==> src/rtl/sha256_message_padder_if.sv <==
// sha256_message_padder_if: word-in / padded-block-out handshake bundle.
interface sha256_message_padder_if;
  logic [31:0]  data_i;
  logic         v_i;
  logic         last_i;
  logic [1:0]   last_bytes_i;
  logic         ready_o;
  logic [511:0] block_o;
  logic         block_v_o;
  logic         block_last_o;
  logic         block_yumi_i;
  modport master (
    output data_i, v_i, last_i, last_bytes_i, block_yumi_i,
    input  ready_o, block_o, block_v_o, block_last_o
  );
  modport slave (
    input  data_i, v_i, last_i, last_bytes_i, block_yumi_i,
    output ready_o, block_o, block_v_o, block_last_o
  );
endinterface

==> src/rtl/sha256_message_padder.sv <==
// sha256_message_padder: packs 32-bit message words into padded 512-bit SHA-256 blocks.
module sha256_message_padder (
  input  logic                    clk_i,
  input  logic                    reset_i,
  sha256_message_padder_if.slave  bus
);
  localparam logic [2:0] FILL = 3'd0, PAD = 3'd1, LEN = 3'd2, EMIT = 3'd3, EMIT_FINAL = 3'd4;
  logic [2:0]        state, after;
  logic [15:0][31:0] words;
  logic [3:0]        idx;
  logic [63:0]       len;
  logic              wrap;
  logic              take;
  logic [2:0]        k;
  logic [31:0]       word_in;
  assign take = bus.v_i && bus.ready_o;
  assign k = bus.last_bytes_i == 2'd0 ? 3'd4 : {1'b0, bus.last_bytes_i};
  // a short final word carries its own 0x80 marker so no separate PAD cycle is needed
  always_comb
    word_in = !bus.last_i ? bus.data_i :
              k == 3'd1   ? {bus.data_i[31:24], 24'h800000} :
              k == 3'd2   ? {bus.data_i[31:16], 16'h8000} :
              k == 3'd3   ? {bus.data_i[31:8], 8'h80} : bus.data_i;
  assign bus.ready_o      = state == FILL && !reset_i;
  assign bus.block_v_o    = state == EMIT || state == EMIT_FINAL;
  assign bus.block_last_o = state == EMIT_FINAL;
  assign bus.block_o      = words;
  // word 0 lives in the top slot, so slot idx maps to packed index ~idx
  always_ff @(posedge clk_i or posedge reset_i)
    if (reset_i) begin
      state <= FILL;
      after <= FILL;
      words <= '0;
      idx   <= '0;
      len   <= '0;
      wrap  <= 1'b0;
    end else case (state)
      FILL: if (take) begin
        words[~idx] <= word_in;
        idx         <= idx + 4'd1;
        wrap        <= idx == 4'd15;
        len         <= len + (bus.last_i ? {58'd0, k, 3'd0} : 64'd32);
        if (!bus.last_i) begin
          if (idx == 4'd15) begin
            state <= EMIT;
            after <= FILL;
          end
        end else if (k == 3'd4) state <= PAD;
        else begin
          state <= idx <= 4'd13 ? LEN : EMIT;
          after <= LEN;
        end
      end
      PAD: if (wrap) begin
        state <= EMIT;
        after <= PAD;
      end else begin
        words[~idx] <= 32'h8000_0000;
        state       <= idx <= 4'd13 ? LEN : EMIT;
        after       <= LEN;
      end
      LEN: begin
        words[1] <= len[63:32];
        words[0] <= len[31:0];
        state    <= EMIT_FINAL;
      end
      EMIT: if (bus.block_yumi_i) begin
        words <= '0;
        idx   <= '0;
        wrap  <= 1'b0;
        state <= after;
      end
      EMIT_FINAL: if (bus.block_yumi_i) begin
        words <= '0;
        idx   <= '0;
        wrap  <= 1'b0;
        len   <= '0;
        state <= FILL;
      end
      default: state <= FILL;
    endcase
endmodule

==> src/flat_wrapper.sv <==
// flat-port wrapper written by rule: the top's interface ports become plain ports
module sha256_message_padder_flat 
  (clk_i, reset_i, bus_data_i, bus_v_i, bus_last_i, bus_last_bytes_i, bus_block_yumi_i, bus_ready_o, bus_block_o, bus_block_v_o, bus_block_last_o);
  sha256_message_padder_if bus_i ();
  input  logic clk_i;
  input  logic reset_i;
  input wire logic [$bits(bus_i.data_i)-1:0] bus_data_i;
  input wire logic [$bits(bus_i.v_i)-1:0] bus_v_i;
  input wire logic [$bits(bus_i.last_i)-1:0] bus_last_i;
  input wire logic [$bits(bus_i.last_bytes_i)-1:0] bus_last_bytes_i;
  input wire logic [$bits(bus_i.block_yumi_i)-1:0] bus_block_yumi_i;
  output wire logic [$bits(bus_i.ready_o)-1:0] bus_ready_o;
  output wire logic [$bits(bus_i.block_o)-1:0] bus_block_o;
  output wire logic [$bits(bus_i.block_v_o)-1:0] bus_block_v_o;
  output wire logic [$bits(bus_i.block_last_o)-1:0] bus_block_last_o;
  assign bus_i.data_i = bus_data_i;
  assign bus_i.v_i = bus_v_i;
  assign bus_i.last_i = bus_last_i;
  assign bus_i.last_bytes_i = bus_last_bytes_i;
  assign bus_i.block_yumi_i = bus_block_yumi_i;
  assign bus_ready_o = bus_i.ready_o;
  assign bus_block_o = bus_i.block_o;
  assign bus_block_v_o = bus_i.block_v_o;
  assign bus_block_last_o = bus_i.block_last_o;
  sha256_message_padder u_core (.clk_i(clk_i), .reset_i(reset_i), .bus(bus_i));
endmodule
==> config.mk <==
export PLATFORM = sky130hd
export DESIGN_NAME = sha256_message_padder_flat
export DESIGN_NICKNAME = d
export VERILOG_FILES = /design/src/rtl/sha256_message_padder_if.sv /design/src/rtl/sha256_message_padder.sv /design/src/flat_wrapper.sv
export SDC_FILE = /design/constraint.sdc
export NUM_CORES = 1
export LEC_CHECK = 0
export ABC_AREA = 1
export BUFFER_PORTS_ARGS = -buffer_cell sky130_fd_sc_hd__buf_2
export CAP_MARGIN = 10
export CORE_MARGIN = 2
export CORE_UTILIZATION = 60
export CTS_BUF_LIST = sky130_fd_sc_hd__clkbuf_16
export DETAILED_ROUTE_END_ITERATION = 16
export GPL_TIMING_DRIVEN = 1
export PLACE_DENSITY = 0.85
export SYNTH_ARGS = -nofsm -noshare
export SYNTH_HDL_FRONTEND = slang
export SYNTH_SLANG_ARGS = --single-unit
export TNS_END_PERCENT = 1
==> constraint.sdc <==
create_clock -name clk_i -period 50.8 [get_ports clk_i]
set_input_delay 7.62 -clock clk_i [delete_from_list [all_inputs] [get_ports clk_i]]
set_output_delay 7.62 -clock clk_i [all_outputs]
set_load 0.005 [all_outputs]
==> results of run 1 <==
## synth_stat cells (21+ instances only)
master | number | area share, %
nand2_1 | 994 | 13
nand3_1 | 664 | 12
dfrtp_1 | 583 | 52
o21ai_0 | 347 | 6.2
nor2_1 | 230 | 3.1
clkbuf_1 | 161 | 2.2
o21ai_1 | 148 | 2.6
inv_1 | 127 | 1.7
buf_2 | 45 | 0.80
buf_4 | 35 | 0.94
a21oi_1 | 32 | 0.57
nand4_1 | 25 | 0.56
nor2_4 | 24 | 0.96
buf_6 | 21 | 0.84
## final cells by class
| type | instances | area [um^2] | share of cell area [%] |
|---|---|---|---|
| Inverter | 134 | 512 | 1.57 |
| Antenna cell | 2 | 5.00 | 0.0153 |
| Sequential cell | 583 | 14600 | 44.7 |
| Multi-Input combinational cell | 2545 | 11700 | 35.7 |
| Timing Repair Buffer | 606 | 3190 | 9.75 |
| Tap cell | 607 | 759 | 2.32 |
| Clock buffer | 59 | 1480 | 4.52 |
| Clock inverter | 51 | 463 | 1.42 |
## state kept, by name, summed over array words and instances (netlist names)
register / cells
u_core.wrap: 1
u_core.state: 3
u_core.bus.block_o: 512
u_core.len: 61
u_core.idx: 4
u_core.after: 2
## metrics by stage
stage	hold WS, ns	power, mW	util (%)	std cells
2_1_floorplan	0.465	1.19	-	3530
3_3_place_gp	0.456	1.51	66.2	4474
3_5_place_dp	0.463	1.53	66.2	4474
4_1_cts	0.477	1.97	70.4	4584
5_1_grt	0.490	2.09	70.5	4587
6_report	0.474	2.00	70.5	4587
## worst reg2reg max path, stage by stage (launching register included)
cell and delay (ns):
dfrtp_1 0.46, nor2_1 0.15, nand2_1 0.06, buf_4 0.24, clkinv_2 0.13, nor2_8 0.13
a21oi_4 0.66, buf_4 0.83, buf_4 0.95, nand2_1 1.00, o21ai_0 0.55, nand2_1 0.12
## power by group
group / internal (mW) / switching [mW] / total, mW
clock: 0.252 / 0.193 / 0.445
combinational: 0.206 / 0.656 / 0.862
sequential: 0.605 / 0.0915 / 0.696
## metal layers
| layer | routed length (um) | vias up |
|---|---|---|
| met5 | 0 | - |
| met4 | 9700 | 0 |
| met3 | 12900 | 487 |
| met2 | 46200 | 2135 |
| met1 | 37100 | 13400 |
| li1 | - | 12500 |
## logic make-up after synthesis
kind of cell / after synthesis / synth area share (%)
and+or+nand+nor: 1969 / 30.5
xor gates and xnor gates: 1 / 0.0312
adders and majority gates: 10 / 0.473
DFF: 583 / 52.0
AOI/OAI and AO/OA: 565 / 10.4
buffers and inverters: 402 / 6.61
## path summary, 6_finish.rpt
kind / from / to / slack, ns / cells past startpoint
min in group asynchronous: reset_i / u_core.bus.block_o[3]$_DFFE_PP0P_ / 7.05 / 2
max: reset_i / bus_ready_o / 35.21 / 3
min: u_core.bus.block_o[305]$_DFFE_PP0P_ / u_core.bus.block_o[305]$_DFFE_PP0P_ / 0.47 / 2
max in group asynchronous: reset_i / u_core.bus.block_o[122]$_DFFE_PP0P_ / 40.78 / 5
min reg2reg: u_core.bus.block_o[305]$_DFFE_PP0P_ / u_core.bus.block_o[305]$_DFFE_PP0P_ / 0.47 / 2
max reg2reg: u_core.state[1]$_DFFE_PP0P_ / u_core.bus.block_o[285]$_DFFE_PP0P_ / 45.38 / 11
==> out/metrics.csv, run 1 <==
stage,metric,value,unit
status,status,completed,
logic_synthesis,Synthesized Nets,3579,
pwr,P_leak,18.4,nW
route,DR iter-0 viols,4071,
cts,CTS buffer count,59,
die,core box area,0.0464,mm^2
setup_path,Startpoint Class,input port,
finish,"most common cell after layout, fill and taps aside",nand2_1,
die,Ports,554,
finish,share of cells above drive strength 1,19.2,%
placement,DP Area,0.0307,mm^2
placement,detailed placer's ending HPWL,66200,um
global_route,initial antenna violation count,2,
timing,max_slew headroom,17.5,%
global_route,largest net degree at the start of global routing,170,
timing,Worst Max-Slew Pin Slew,1.24,ns
flow_run,Max Cap Violations,0,
cts,"Clk Latency, worst-skew pair",0.63,ns
route,DR DRC count,0,
cts,CTS root buf,clkbuf_16,
die,Die Span X,220,um
finish,final net count,3978,
setup_path,cells along the critical path,buf_2 -> nor2_1 -> buf_2,
pwr,pwr dens,61.3,mW/mm^2
setup_path,CP max FO,2,
logic_synthesis,yosys warns,0,
finish,most frequent cells in the layout,"nand2_1, nand3_1, dfrtp_1, buf_2, o21ai_0",
die,Die Footprint,0.0485,mm^2
global_route,M1 GR Usage,54.6,%
setup_path,critical path class,in2out,
logic_synthesis,Post-Syn Area,0.0281,mm^2
route,Via density,6.21,
global_route,met2 Track Usage GR,62.9,%
finish,area grow syn2layout,16.4,%
cts,Max clock buf depth,3,
placement,routability-driven placement congestion ratio,0.976,
global_route,met3 usage,11.0,%
timing,post-route setup slack,35.21,ns
logic_synthesis,cells after synthesis,3530,
timing,setup_tns,0,ns
logic_synthesis,Post-synth EDFFs,0,
global_route,total grt overflow,0,
global_route,grt peak-use layer,met2,
timing,Slew Limit Fails,0,
setup_path,endpoint class of the critical path,primary output,
timing,setup violators final,0,
cts,clock transition at the registers of the reported paths,0.06,ns
cts,H-Tree Depth,2,
logic_synthesis,part of the Yosys area used for sequential elements,52.0,%
logic_synthesis,Post-synth top flop,dfrtp_1,
setup_path,cell family with most CP delay,buffers and inverters,
placement,DP Worst Slack,35.22,ns
timing,"Min Clock Period, post-route",15.59,ns
timing,RSZ-0062 raised after global routing,false,
pwr,worst vdd ir,0.0000450,V
placement,Buffers on Ports,553,
route,drt pass-1 iters,8,
setup_path,WP data required,43.18,ns
setup_path,"most used cell, CP",buf_2,
cts,CTS sink count,583,
logic_synthesis,Syn Area/Cell,7.95,um^2
cts,post-CTS sizing,0,
logic_synthesis,post-synth cell types,40,
logic_synthesis,Yosys reg bits,583,
setup_path,crit-path max cell delay,0.13,ns
cts,TritonCTS clock tree,done,
finish,fin area,0.0327,mm^2
setup_path,WP buf/inv,2,
global_route,vias in the first global route,25800,
setup_path,CP max-delay cell,buf_2,
timing,Fin Clk Skew,0.0258,ns
finish,FILL cells,3736,
global_route,first-pass GRT wire length,157000,um
route,DR WL/cell,23.1,um
setup_path,CP arrival,7.97,ns
route,routed wire length,106000,um
die,Initial Util,60.5,%
route,via count,28500,
cts,Setup Buffers After CTS,0,
min_path,Hold Crit Class,reg2reg,
timing,final worst path period share,30.7,%
timing,Final Hold Vio Count,0,
die,Die Y,220,um
logic_synthesis,fraction of registers with async set/reset,100,%
route,Final ANT Viol Nets,0,
die,Core Rows,79,
cts,post-cts hold buffer count,0,
global_route,Total GRT Usage,43.0,%
timing,highest clock rate,0.0641,GHz
(Power assumes the default switching activity.)
==> run 2, diff against run 1 <==
--- a/config.mk
+++ b/config.mk
@@ -5,15 +5,15 @@
 export SDC_FILE = /design/constraint.sdc
 export NUM_CORES = 1
 export LEC_CHECK = 0
-export ABC_AREA = 1
+export ABC_AREA = 0
 export BUFFER_PORTS_ARGS = -buffer_cell sky130_fd_sc_hd__buf_2
 export CAP_MARGIN = 10
-export CORE_MARGIN = 2
-export CORE_UTILIZATION = 60
+export CORE_AREA = 2 2 217 219
 export CTS_BUF_LIST = sky130_fd_sc_hd__clkbuf_16
 export DETAILED_ROUTE_END_ITERATION = 16
+export DIE_AREA = 0 0 219 221
 export GPL_TIMING_DRIVEN = 1
-export PLACE_DENSITY = 0.85
+export PLACE_DENSITY = 0.75
 export SYNTH_ARGS = -nofsm -noshare
 export SYNTH_HDL_FRONTEND = slang
 export SYNTH_SLANG_ARGS = --single-unit
==> constraint.sdc (replaced) <==
create_clock -name clk_i -period 15.9 [get_ports clk_i]
set_input_delay 2.385 -clock clk_i [delete_from_list [all_inputs] [get_ports clk_i]]
set_output_delay 2.385 -clock clk_i [all_outputs]
set_load 0.005 [all_outputs]
==> out/metrics.csv, run 2 <==
stage,metric,value,unit,change
cts,CTS sink count,583,,unchanged
route,via count,20900,,-27%
placement,placed insts,3214,,-28%
logic_synthesis,Yosys reg bits,583,,unchanged
global_route,total grt overflow,0,,unchanged
route,DR WL/cell,26.5,um,+15%
timing,setup violators final,0,,unchanged
global_route,vias in the first global route,19800,,-23%
die,Die Span X,219,um,-0.58%
logic_synthesis,Synth area leader,dfrtp_1,,
finish,area of the multi-input gates,0.00818,mm^2,-30%
die,Initial Util,50.5,%,-10 points
timing,post-route setup slack,10.35,ns,-24.86 ns
timing,Final Hold Vio Count,0,,unchanged
timing,max_slew headroom,13.5,%,-4.0 points
pwr,Logic pwr share,31.7,%,-11 points
placement,routability-driven placement congestion ratio,0.973,,-0.32%
setup_path,CP max FO,18,,+16
timing,setup_tns,0,ns,unchanged
setup_path,WP data required,13.52,ns,-29.66 ns
pwr,Seq pwr share,41.0,%,+6.2 points
timing,final worst path period share,34.9,%,
cts,"Clk Latency, worst-skew pair",0.64,ns,about the same
cts,Setup Buffers After CTS,0,,unchanged
setup_path,critical path class,reg2out,,
pwr,worst vdd ir,0.000123,V,+170%
global_route,grt peak-use layer,met2,,
cts,clock transition at the registers of the reported paths,0.06,ns,about the same
finish,fin area,0.0282,mm^2,-14%
die,Core Rows,79,,unchanged
setup_path,crit-path max cell delay,0.74,ns,+0.61 ns
route,Final ANT Viol Nets,0,,unchanged
die,Ports,554,,unchanged
global_route,largest net degree at the start of global routing,194,,+14%
global_route,Total GRT Usage,35.6,%,-7.4 points
finish,share of cells above drive strength 1,25.4,%,+6.3 points
timing,RSZ-0062 raised after global routing,false,,
setup_path,CP max-delay cell,a21oi_1,,
global_route,met3 usage,8.93,%,-2.1 points
cts,post-CTS sizing,0,,unchanged
setup_path,CP arrival,3.17,ns,-4.80 ns
route,drt pass-1 iters,6,,-2
finish,area grow syn2layout,21.4,%,
timing,Slew Limit Fails,0,,unchanged
placement,DP Area,0.0265,mm^2,-14%
placement,DP Worst Slack,10.29,ns,-24.93 ns
finish,final net count,2717,,-32%
route,Via density,6.29,,+1.2%
logic_synthesis,Post-synth top flop,dfrtp_1,,
pwr,clock network fraction of total power,27.3,%,+5.1 points
logic_synthesis,most frequent cells after synthesis,"dfrtp_1, nand2_1, o21ai_0",,
cts,CTS buffer count,57,,-3.4%
setup_path,cell family with most CP delay,buffers and inverters,,
setup_path,endpoint class of the critical path,primary output,,
min_path,Hold Crit Class,reg2reg,,
status,status,completed,,
logic_synthesis,Post-synth EDFFs,0,,unchanged
finish,number of flip-flops in the largest register,512,,unchanged
finish,"most common cell after layout, fill and taps aside",dfrtp_1,,
global_route,M1 GR Usage,45.5,%,-9.1 points
die,Die Footprint,0.0484,mm^2,-0.26%
pwr,sw frac,39.6,%,-7.3 points
placement,detailed placer's ending HPWL,60800,um,-8.2%
logic_synthesis,Synthesized Nets,2252,,-37%
cts,TritonCTS clock tree,done,,
placement,Buffers on Ports,553,,unchanged
logic_synthesis,cells after synthesis,2203,,-38%
logic_synthesis,post-synth cell types,61,,+53%
setup_path,cells along the critical path,nor2_1 -> nand2_1 -> inv_2 -> a21oi_1 -> inv_2 -> buf_2,,
setup_path,Startpoint Class,flop,,
route,DR DRC count,0,,unchanged
timing,Fin Clk Skew,0.0325,ns,+0.00670 ns
timing,Worst Max-Slew Pin Slew,1.29,ns,+0.0576 ns
pwr,sw power,1.82,mW,+94%
logic_synthesis,Synth area leaders,"dfrtp_1, o21ai_0, nand2_1, a22o_1, clkbuf_1",,
cts,CTS root buf,clkbuf_16,,
route,DR iter-0 viols,2476,,-39%
cts,H-Tree Depth,2,,unchanged
logic_synthesis,yosys warns,0,,unchanged
cts,Max clock buf depth,3,,unchanged
pwr,P_leak,14.4,nW,-22%
setup_path,WP buf/inv,3,,+1
route,routed wire length,88100,um,-17%
logic_synthesis,"count leader, synth",dfrtp_1,,
cts,post-cts hold buffer count,0,,unchanged
logic_synthesis,Synth top area share,62.7,%,+11 points
die,core box area,0.0461,mm^2,-0.64%
die,Die Y,221,um,+0.33%
pwr,pwr dens,163,mW/mm^2,+170%
finish,register area,0.0146,mm^2,unchanged
logic_synthesis,Syn Area/Cell,10.6,um^2,+33%
pwr,internal power,2.78,mW,+160%
global_route,initial antenna violation count,6,,+4
finish,most frequent cells in the layout,"dfrtp_1, buf_2, nand2_1, o21ai_0, a22o_1",,
logic_synthesis,fraction of registers with async set/reset,100,%,unchanged
setup_path,"most used cell, CP",inv_2,,
finish,FILL cells,3797,,+1.6%
logic_synthesis,part of the Yosys area used for sequential elements,62.7,%,+11 points
global_route,first-pass GRT wire length,129000,um,-18%
global_route,met2 Track Usage GR,54.7,%,-8.2 points
finish,Final Non-Filler Cells,3325,,-28%
timing,"Min Clock Period, post-route",5.55,ns,
timing,hold slack,0.473,ns,-0.00120 ns
logic_synthesis,Post-Syn Area,0.0233,mm^2,-17%
timing,highest clock rate,0.180,GHz,
flow_run,Max Cap Violations,0,,unchanged
-- run 2: path summary, 6_finish.rpt --
| path | start | endpoint | slack (ns) | cells after the start |
|---|---|---|---|---|
| setup / recovery | u_core.state[0]$_DFFE_PP0P_ | bus_block_v_o | 10.35 | 6 |
| hold / removal | u_core.bus.block_o[509]$_DFFE_PP0P_ | u_core.bus.block_o[509]$_DFFE_PP0P_ | 0.47 | 2 |
| setup reg to reg | u_core.state[0]$_DFFE_PP0P_ | u_core.bus.block_o[339]$_DFFE_PP0P_ | 12.07 | 5 |
| hold reg to reg | u_core.bus.block_o[509]$_DFFE_PP0P_ | u_core.bus.block_o[509]$_DFFE_PP0P_ | 0.47 | 2 |
| max in group asynchronous | reset_i | u_core.bus.block_o[385]$_DFFE_PP0P_ | 11.63 | 4 |
| min in group asynchronous | reset_i | u_core.len[24]$_DFFE_PP0P_ | 1.82 | 2 |
-- run 2: layout make-up --
type	instances	share of cell area (%)
clock inverters	46	0.886
clock buffers	57	5.05
repair buffers	577	10.6
multi-input cells	1439	28.9
diodes	6	0.0532
flip-flops and latches	583	51.7
inverters	10	0.146
well taps	607	2.69
-- run 2: cell families after synthesis --
logic type / after synthesis / share of synthesized area, %
muxes: 5 / 0.226
xor gates and xnor gates: 30 / 1.13
DFF: 583 / 62.7
AOI/OAI and AO/OA: 700 / 19.1
adders and majority gates: 10 / 0.570
buffers and inverters: 181 / 3.04
and+or+nand+nor: 694 / 13.2
-- run 2: power by group through the flow --
stage	Combinational, mW	Sequential, mW	Clock (mW)
after floorplan	0.722	1.88	0
after global placement	1.39	1.89	0
after detailed placement	1.43	1.90	0
after CTS	1.43	1.88	1.26
after global routing	1.55	1.90	1.32
final	1.46	1.89	1.26
-- run 2: tightest hold or removal path: cells and delay by family (launching register included) --
family | cells | cell delay, ns
compound gates | 1 | 0.06
flops | 1 | 0.34
simple gates | 1 | 0.05
-- run 2: metrics by stage --
stage	power (mW)	utilization, %
finish	4.60	61.3
global route	4.78	61.3
CTS	4.57	61.2
detailed placement	3.33	57.6
global placement	3.28	57.6
floorplan	2.61	-
-- run 2: layer usage --
metal / vias up / routed length, um
met5: - / 0
met4: 0 / 6160
met3: 317 / 9120
met2: 1321 / 40400
met1: 10500 / 32400
li1: 8727 / -
